`src/rtl/ps2_key_tracker_pkg.sv`:
```
// rtl/ps2_key_tracker_pkg.sv - shared constants, state and event types for the PS/2 key tracker
package ps2_key_tracker_pkg;

    localparam logic [7:0] PS2_BREAK  = 8'hF0;
    localparam logic [7:0] PS2_EXT    = 8'hE0;
    localparam logic [7:0] PS2_PAUSE  = 8'hE1;
    localparam int         PAUSE_SKIP = 7;

    typedef enum logic [1:0] {
        ST_IDLE  = 2'd0,
        ST_RECV  = 2'd1,
        ST_CHECK = 2'd2
    } frame_state_t;

    typedef struct packed {
        logic       ext;
        logic       brk;
        logic       rep;
        logic [7:0] code;
    } key_evt_t;

    // PS/2 uses odd parity: the parity bit makes the total count of ones odd
    function automatic logic odd_parity_ok(input logic [7:0] data, input logic par);
        return par == ~^data;
    endfunction

endpackage

```
`src/rtl/ps2_line_filter.sv`:
```
// rtl/ps2_line_filter.sv - synchroniser, glitch filter and falling-edge strobe for one PS/2 line
module ps2_line_filter #(
    parameter int FILTER_LEN = 8,
    parameter bit EDGE_EN    = 1'b1
) (
    input  logic clk,
    input  logic rst_n,
    input  logic line_in,
    output logic line_out,
    output logic fall
);

    localparam int CNT_W = (FILTER_LEN > 1) ? $clog2(FILTER_LEN) : 1;

    logic [1:0]       sync;
    logic [CNT_W-1:0] cnt;

    // two-flop synchroniser; idle PS/2 lines are high
    always_ff @(posedge clk or negedge rst_n) begin
        if (!rst_n) sync <= 2'b11;
        else        sync <= {sync[0], line_in};
    end

    // follow the synchronised level only after it has differed for FILTER_LEN cycles
    always_ff @(posedge clk or negedge rst_n) begin
        if (!rst_n) begin
            line_out <= 1'b1;
            cnt      <= '0;
            fall     <= 1'b0;
        end else begin
            fall <= 1'b0;
            if (sync[1] == line_out) begin
                cnt <= '0;
            end else if (cnt == CNT_W'(FILTER_LEN - 1)) begin
                line_out <= sync[1];
                cnt      <= '0;
                fall     <= EDGE_EN && line_out;
            end else begin
                cnt <= cnt + 1'b1;
            end
        end
    end

endmodule

```
`src/rtl/ps2_key_tracker.sv`:
```
// rtl/ps2_key_tracker.sv - PS/2 frame receiver, prefix decoder and held-key tracker
module ps2_key_tracker
    import ps2_key_tracker_pkg::*;
#(
    parameter int                      FILTER_LEN  = 8,
    parameter int                      TIMEOUT_CYC = 100000,
    parameter int                      NUM_KEYS    = 12,
    parameter logic [NUM_KEYS*9-1:0]   KEY_CODES   = '0,
    parameter int                      ERR_W       = 8
) (
    input  logic                clk,
    input  logic                rst_n,
    input  logic                ps2_clk,
    input  logic                ps2_data,
    output logic                evt_valid,
    output logic [7:0]          evt_code,
    output logic                evt_ext,
    output logic                evt_break,
    output logic                evt_repeat,
    output logic [NUM_KEYS-1:0] key_down,
    output logic                frame_err,
    output logic [ERR_W-1:0]    err_count
);

    localparam int TO_W = (TIMEOUT_CYC > 1) ? $clog2(TIMEOUT_CYC) : 1;

    logic              strobe;
    logic              data_level;
    logic              clk_level_unused;
    logic              data_fall_unused;
    frame_state_t      state, state_nxt;
    logic [9:0]        shreg;
    logic [3:0]        bit_cnt;
    logic [TO_W-1:0]   to_cnt;
    logic              byte_good, byte_bad;
    logic              ext_flag, brk_flag;
    logic [2:0]        pause_cnt;
    logic [NUM_KEYS-1:0] match;
    key_evt_t          evt_q;
    logic [7:0]        rx_byte;

    ps2_line_filter #(.FILTER_LEN(FILTER_LEN), .EDGE_EN(1'b1)) u_clk_filter (
        .clk(clk), .rst_n(rst_n), .line_in(ps2_clk),
        .line_out(clk_level_unused), .fall(strobe)
    );

    ps2_line_filter #(.FILTER_LEN(FILTER_LEN), .EDGE_EN(1'b0)) u_data_filter (
        .clk(clk), .rst_n(rst_n), .line_in(ps2_data),
        .line_out(data_level), .fall(data_fall_unused)
    );

    assign rx_byte = shreg[7:0];

    // frame state register
    always_ff @(posedge clk or negedge rst_n) begin
        if (!rst_n) state <= ST_IDLE;
        else        state <= state_nxt;
    end

    // frame sequencing; a strobe in the same cycle as the timeout keeps the frame alive
    always_comb begin
        state_nxt = state;
        byte_good = 1'b0;
        byte_bad  = 1'b0;
        case (state)
            ST_IDLE: begin
                if (strobe && !data_level) state_nxt = ST_RECV;
            end
            ST_RECV: begin
                if (strobe) begin
                    if (bit_cnt == 4'd9) state_nxt = ST_CHECK;
                end else if (to_cnt == TO_W'(TIMEOUT_CYC - 1)) begin
                    state_nxt = ST_IDLE;
                    byte_bad  = 1'b1;
                end
            end
            ST_CHECK: begin
                state_nxt = ST_IDLE;
                if (odd_parity_ok(rx_byte, shreg[8]) && shreg[9]) byte_good = 1'b1;
                else                                                byte_bad  = 1'b1;
            end
            default: state_nxt = ST_IDLE;
        endcase
    end

    // LSB-first shifter, bit counter and inter-strobe timeout counter
    always_ff @(posedge clk or negedge rst_n) begin
        if (!rst_n) begin
            shreg   <= '0;
            bit_cnt <= '0;
            to_cnt  <= '0;
        end else if (state != ST_RECV) begin
            bit_cnt <= '0;
            to_cnt  <= '0;
        end else if (strobe) begin
            shreg   <= {data_level, shreg[9:1]};
            bit_cnt <= bit_cnt + 1'b1;
            to_cnt  <= '0;
        end else begin
            to_cnt  <= to_cnt + 1'b1;
        end
    end

    // compare the pending {ext, code} against every tracked key at once
    always_comb begin
        match = '0;
        for (int i = 0; i < NUM_KEYS; i++) begin
            match[i] = ({ext_flag, rx_byte} == KEY_CODES[9*i +: 9]);
        end
    end

    // prefix decode, event register, held-key state and error counting
    always_ff @(posedge clk or negedge rst_n) begin
        if (!rst_n) begin
            ext_flag  <= 1'b0;
            brk_flag  <= 1'b0;
            pause_cnt <= '0;
            evt_valid <= 1'b0;
            evt_q     <= '0;
            key_down  <= '0;
            frame_err <= 1'b0;
            err_count <= '0;
        end else begin
            evt_valid <= 1'b0;
            frame_err <= 1'b0;
            if (byte_bad) begin
                frame_err <= 1'b1;
                if (err_count != '1) err_count <= err_count + 1'b1;
                ext_flag  <= 1'b0;
                brk_flag  <= 1'b0;
                pause_cnt <= '0;
            end else if (byte_good) begin
                if (pause_cnt != '0) begin
                    pause_cnt <= pause_cnt - 1'b1;
                end else if (rx_byte == PS2_BREAK) begin
                    brk_flag <= 1'b1;
                end else if (rx_byte == PS2_EXT) begin
                    ext_flag <= 1'b1;
                end else if (rx_byte == PS2_PAUSE) begin
                    pause_cnt <= 3'(PAUSE_SKIP);
                end else begin
                    evt_valid <= 1'b1;
                    evt_q     <= '{ext:  ext_flag,
                                   brk:  brk_flag,
                                   rep:  !brk_flag && |(match & key_down),
                                   code: rx_byte};
                    key_down  <= brk_flag ? (key_down & ~match) : (key_down | match);
                    ext_flag  <= 1'b0;
                    brk_flag  <= 1'b0;
                end
            end
        end
    end

    assign evt_code   = evt_q.code;
    assign evt_ext    = evt_q.ext;
    assign evt_break  = evt_q.brk;
    assign evt_repeat = evt_q.rep;

endmodule
```
`config.mk`:
```
export PLATFORM = sky130hd
export DESIGN_NAME = ps2_key_tracker
export DESIGN_NICKNAME = d
export VERILOG_FILES = /design/src/rtl/ps2_key_tracker_pkg.sv /design/src/rtl/ps2_line_filter.sv /design/src/rtl/ps2_key_tracker.sv
export SDC_FILE = /design/constraint.sdc
export NUM_CORES = 1
export LEC_CHECK = 0
export BUFFER_PORTS_ARGS = -buffer_cell sky130_fd_sc_hd__buf_2
export CORE_UTILIZATION = 60
export CTS_BUF_LIST = sky130_fd_sc_hd__clkbuf_2 sky130_fd_sc_hd__clkbuf_4 sky130_fd_sc_hd__clkbuf_8
export CTS_CLUSTER_DIAMETER = 30
export DETAILED_ROUTE_END_ITERATION = 8
export MAX_ROUTING_LAYER = met4
export PLACE_DENSITY = 0.84
export SLEW_MARGIN = 40
export SYNTH_ARGS = -nofsm -noshare
export SYNTH_HDL_FRONTEND = slang
export SYNTH_HIERARCHICAL = 1
export SYNTH_SLANG_ARGS = --single-unit
```
`constraint.sdc`:
```
create_clock -name clk -period 3.73 [get_ports clk]
set_input_delay 0.746 -clock clk [delete_from_list [all_inputs] [get_ports clk]]
set_output_delay 0.746 -clock clk [all_outputs]
set_load 0.005 [all_outputs]
```
Word level (Yosys, flattened, before mapping) --
Index checks and enable logic that the tools add are counted.
Storage, ports and cells: input port bits 4, logic and storage cells 132, register bits 84
Cells by class: bitwise logic cells 12, reductions and logical operators 22, mux-type cells 46, equal/unequal tests 24, $add $sub $neg 6
Operator list (number):
- 17-bit two-way mux | 2
- 3-bit two-way mux | 10
- 1-bit two-way mux | 25
- 12-bit bitwise AND | 2
- 8-bit equality test (second input constant) | 3
- 3-bit inequality test (second input constant) | 6
- 17-bit by 1-bit adder with 17-bit output (second input constant) | 1
- 17-bit equality test (second input constant) | 1
- 12-bit two-way mux | 1
- 12-bit inverter | 1
- 12-bit bitwise OR | 1
- 4-bit AND reduction | 3
- 12-bit OR reduction | 1
- 9-bit logical NOT | 1
- 8-bit by 1-bit adder with 8-bit output (second input constant) | 1
- 2-bit two-way mux | 4
- 4-bit two-way mux | 2
- 8-bit inequality test (second input constant) | 1
- 1-bit inverter | 8
- 2-bit AND reduction | 4
- 8-bit XNOR reduction | 1
- 3-bit by 1-bit adder with 3-bit output (second input constant) | 2
- 3-bit equality test (second input constant) | 2
- 2-bit inequality test (second input constant) | 3
- other kinds (17) | 24

Depth between registers and ports, before layout --
depth in word-level cells 7, gate-level depth with buffers 8

Hierarchy --
Netlist, hierarchy kept.
Modules (own cells, without submodules):
- ps2_key_tracker | times used 1, area an instance 3129.3 um^2, cells an instance 285, seq. area each 1501.4 um^2
- ps2_line_filter (u_clk_filter) | times used 1, area an instance 259.0 um^2, cells an instance 15, seq. area each 178.9 um^2
- ps2_line_filter (u_data_filter) | times used 1, area an instance 235.2 um^2, cells an instance 15, seq. area each 153.9 um^2

Worst setup path before layout --
OpenSTA, ideal clock, no wires.
path type register to register, start point reg shreg[6], end point reg evt_q (netlist bit evt_break), data required time 3605 ps, arrival time 2247 ps, library setup time 125 ps, period minus slack after synthesis 2372 ps, path buffers 1, stages on the path, launching flop included 9, setup slack 1358 ps, cells stage by stage dfrtp_1 -> inv_1 -> ha_1 -> xnor3_2 -> xnor2_2 -> nand2_1 -> or3_4 -> buf_8 -> mux2_4
Between the ends: longest elaborated chain between the ends 7
Ends and longest elaborated chain:
- from (decl) | line ps2_key_tracker.sv:32 | logic [9:0] shreg;
- from (signal assigned) | line ps2_key_tracker.sv:96 | shreg <= {data_level, shreg[9:1]};
- 8-bit XNOR reduction | line ps2_key_tracker_pkg.sv:24 | return par == ~^data;
- 1-bit equality test | line ps2_key_tracker_pkg.sv:24
- 1-bit logical AND | line ps2_key_tracker.sv:79 | if (odd_parity_ok(rx_byte, shreg[8]) && shreg[9]) byte_good = 1'b1;
- 1-bit two-way mux | line ps2_key_tracker.sv:79
- 1-bit case mux with 2 select lines | line ps2_key_tracker.sv:65 | case (state)
- 1-bit inverter (no line)
- 6-bit AND reduction (no line) *
- to (signal assigned) | line ps2_key_tracker.sv:143 | evt_q <= '{ext: ext_flag,
- to (decl) | line ps2_key_tracker.sv:39 | key_evt_t evt_q;
Every way passes the cells marked *; elsewhere a longest branch is shown, timed or not. A chain may end at the register's enable or synchronous reset.

Worst setup path in the final report --
start point reg shreg[1], end point reg err_count[1]
Between the ends: longest elaborated chain between the ends 6
Ends and longest elaborated chain:
- 8-bit XNOR reduction | line ps2_key_tracker_pkg.sv:24
- 1-bit equality test | line ps2_key_tracker_pkg.sv:24
- 1-bit logical AND | line ps2_key_tracker.sv:79
- 1-bit two-way mux | line ps2_key_tracker.sv:79
- 1-bit case mux with 2 select lines | line ps2_key_tracker.sv:65
- 2-bit AND reduction (no line)
- to (signal assigned) | line ps2_key_tracker.sv:128 | if (err_count != '1) err_count <= err_count + 1'b1;
- to (decl) | line ps2_key_tracker.sv:22 | output logic [ERR_W-1:0] err_count
Every way passes these cells.

==> qor.yml <==
status:
  status: "completed"
placed_design:
  pre_cts_slack_ns: 1.24
  gp_congestion: 0.842
  port_buffers: 36
  place_area_sq_um: 3770
  dp_hpwl_mm: 4.20
hold_path:
  holdPathEnd: "u_clk_filter/sync[1]"
  hp-start: "u_clk_filter/sync[0]"
  hold_depth: 0
  min_path_type: "reg2reg"
global_route:
  grt_pass1_wl_mm: 10.4
  grt_pass1_vias: 2359
  overflow: 0
  track_usage_pct: 22.8
  antenna_found_initial: 0
  grt_max_degree: 74
clock_network:
  cts_hold_buf: 0
  cts_buffer_depth: 2
  cts_tree: "yes"
  postCtsSetupBuffers: 0
  clkTransAtPathRegs_ns: 0.08
  cts_resized: 0
  htree_levels: 3
  worstSkewPairLatency_ns: 0.35
  root_buffer: "clkbuf_8"
  cts.sinks: 73
  numCtsBuffers: 9
timing:
  timing.final.ws_setup_ns: 1.21
  setup_viol: 0
  rsz0062_at_grt: "no"
  fin_hold_ws_ns: 0.357
  worstMarginPinSlew_ns: 0.626
  fmax_ghz: 0.397
  clock_skew_ns: 0.00603
  fin_crit_sh_pct: 67.5
  setup_tns_ns: 0
  min_period_ns: 2.52
  drv_slew: 0
  relSlewSlack_pct: 58.1
  final_hold_viol_count: 0
drt:
  via_per_inst: 5.51
  drt-initial-drc-count: 156
  ant_nets: 0
  vias: 2332
  drc_errors: 0
  finalWirelength_mm: 6.05
  drt_pre_antenna_iters: 6
  post_drt_wl_per_cell_microns: 14.3
pwr:
  total_power_w: 0.00171
  seqPwrFrac_pct: 50.2
  switchingPower_w: 0.000371
  switching_share_pct: 21.7
  power.internal_w: 0.00134
  powerDensity_nw_per_um2: 425
  clkPwrFrac_pct: 44.9
  leakagePower_nw: 2.03
  pwr-share-comb_pct: 4.9
  irDropWorstVdd_uv: 329
critical_path:
  end_kind: "flop"
  worstPathRequired_ns: 3.97
  reg2regPathDepth: 7
  crit_arrival_ns: 2.76
  cp_top_family: "XOR/XNOR gates"
  r2r_end: "err_count[1]"
  cp-start-kind: "flop"
  critPathKind: "reg2reg"
  path_cells: "inv_1, ha_1, xnor3_2, xor2_1, a221oi_4, or2_4, mux2_4"
  reg2reg_slack_ns: 1.21
  r2r-start: "shreg[1]"
  worstPathMaxFanout: 8
  critPathMaxStageDelay_ns: 0.48
  slowest_stage: "a221oi_4"
  path_buf_inv: 1
  crit_cells: 7
synth:
  syn_area_per_cell_sq_um: 11.5
  syn-num-nets: 338
  netlist_area_sq_um: 3610
  synthCells: 313
  yosysWarnings: 6
flow_run:
  cap_violations: 0
final_layout:
  syn2layout_area_growth_pct: 11.5
  diodes: 0
  final_nets: 371
  fill_cells: 393
  drive_gt1_share_pct: 25.9
  fin_area_sq_um: 4030
floorplanning:
  core_area_sq_um: 5640
  start_util_pct: 64.0
  dieArea_sq_um: 6330
  row_count: 27
  die_y_microns: 79.6
  io_pins: 37
  die_w_microns: 79.6
per-layer routing:
| metal | vias up | GRT usage, % | routed length (microns) |
|---|---|---|---|
| li1 | 1116 | - | - |
| met1 | 1137 | 26.7 | 2730 |
| met2 | 62 | 36.5 | 2920 |
| met3 | 17 | 4.11 | 240 |
| met4 | 0 | 14.2 | 155 |
| met5 | - | - | 0 |
cells in the final DEF (no fill, tap or decap), types with 2 or more instances in the layout:
cell,count
nor2b_1,3
bufinv_16,3
mux2_1,2
nand2_1,26
nand3_1,12
nand4_1,6
clkinv_4,2
dfstp_2,6
and2b_2,2
mux2_2,4
ha_1,21
nor3b_1,2
o21ai_0,10
a311oi_1,2
dfrtp_1,67
inv_1,20
nor3b_2,2
and3_2,2
and3_1,2
mux2i_1,3
xnor2_1,8
a21oi_1,3
and2_1,8
clkbuf_8,10
nor2_1,25
buf_2,36
a31oi_1,2
nor3_1,8
mux2_4,10
or2_2,2
xor2_1,21
final cells by class:
cell class | instances | area, sq um | share of cell area (%)
Clock buffer | 10 | 138 | 3.42
Clock inverter | 6 | 115 | 2.86
Inverter | 20 | 75.1 | 1.86
Multi-Input combinational cell | 205 | 1580 | 39.3
Sequential cell | 73 | 1830 | 45.5
Tap cell | 72 | 90.1 | 2.24
Timing Repair Buffer | 37 | 191 | 4.75
metrics by stage:
step,util [%],instances
after CTS,71.4,423
after floorplan,-,313
after global placement,66.8,407
after global routing,71.4,423
after detailed placement,66.9,407
final,71.4,423
flip-flops by register name, summed over array words and instances (netlist names), 2 cells and up, named ones only:
name                flops
u_clk_filter/sync       2
u_data_filter/cnt       3
evt_code                8
bit_cnt                 4
u_clk_filter/cnt        3
shreg                  10
err_count               8
u_data_filter/sync      2
state                   2
to_cnt                 17
pause_cnt               3
power by group through the flow:
stage / clock, W / combinational [W] / sequential, W
2_1_floorplan: 0 / 0.0000563 / 0.000869
3_3_place_gp: 0 / 0.0000821 / 0.000872
5_1_grt: 0.000813 / 0.0000970 / 0.000864
6_report: 0.000769 / 0.0000833 / 0.000859
4_1_cts: 0.000778 / 0.0000863 / 0.000860
3_5_place_dp: 0 / 0.0000848 / 0.000875
how the worst max path moves through the flow:
stage,start,end
floorplan,shreg[6],evt_break
global placement,shreg[0],err_count[1]
detailed placement,shreg[1],err_count[1]
CTS,shreg[1],err_count[1]
global route,shreg[1],err_count[1]
finish,shreg[1],err_count[1]
(Power assumes the default switching activity.)
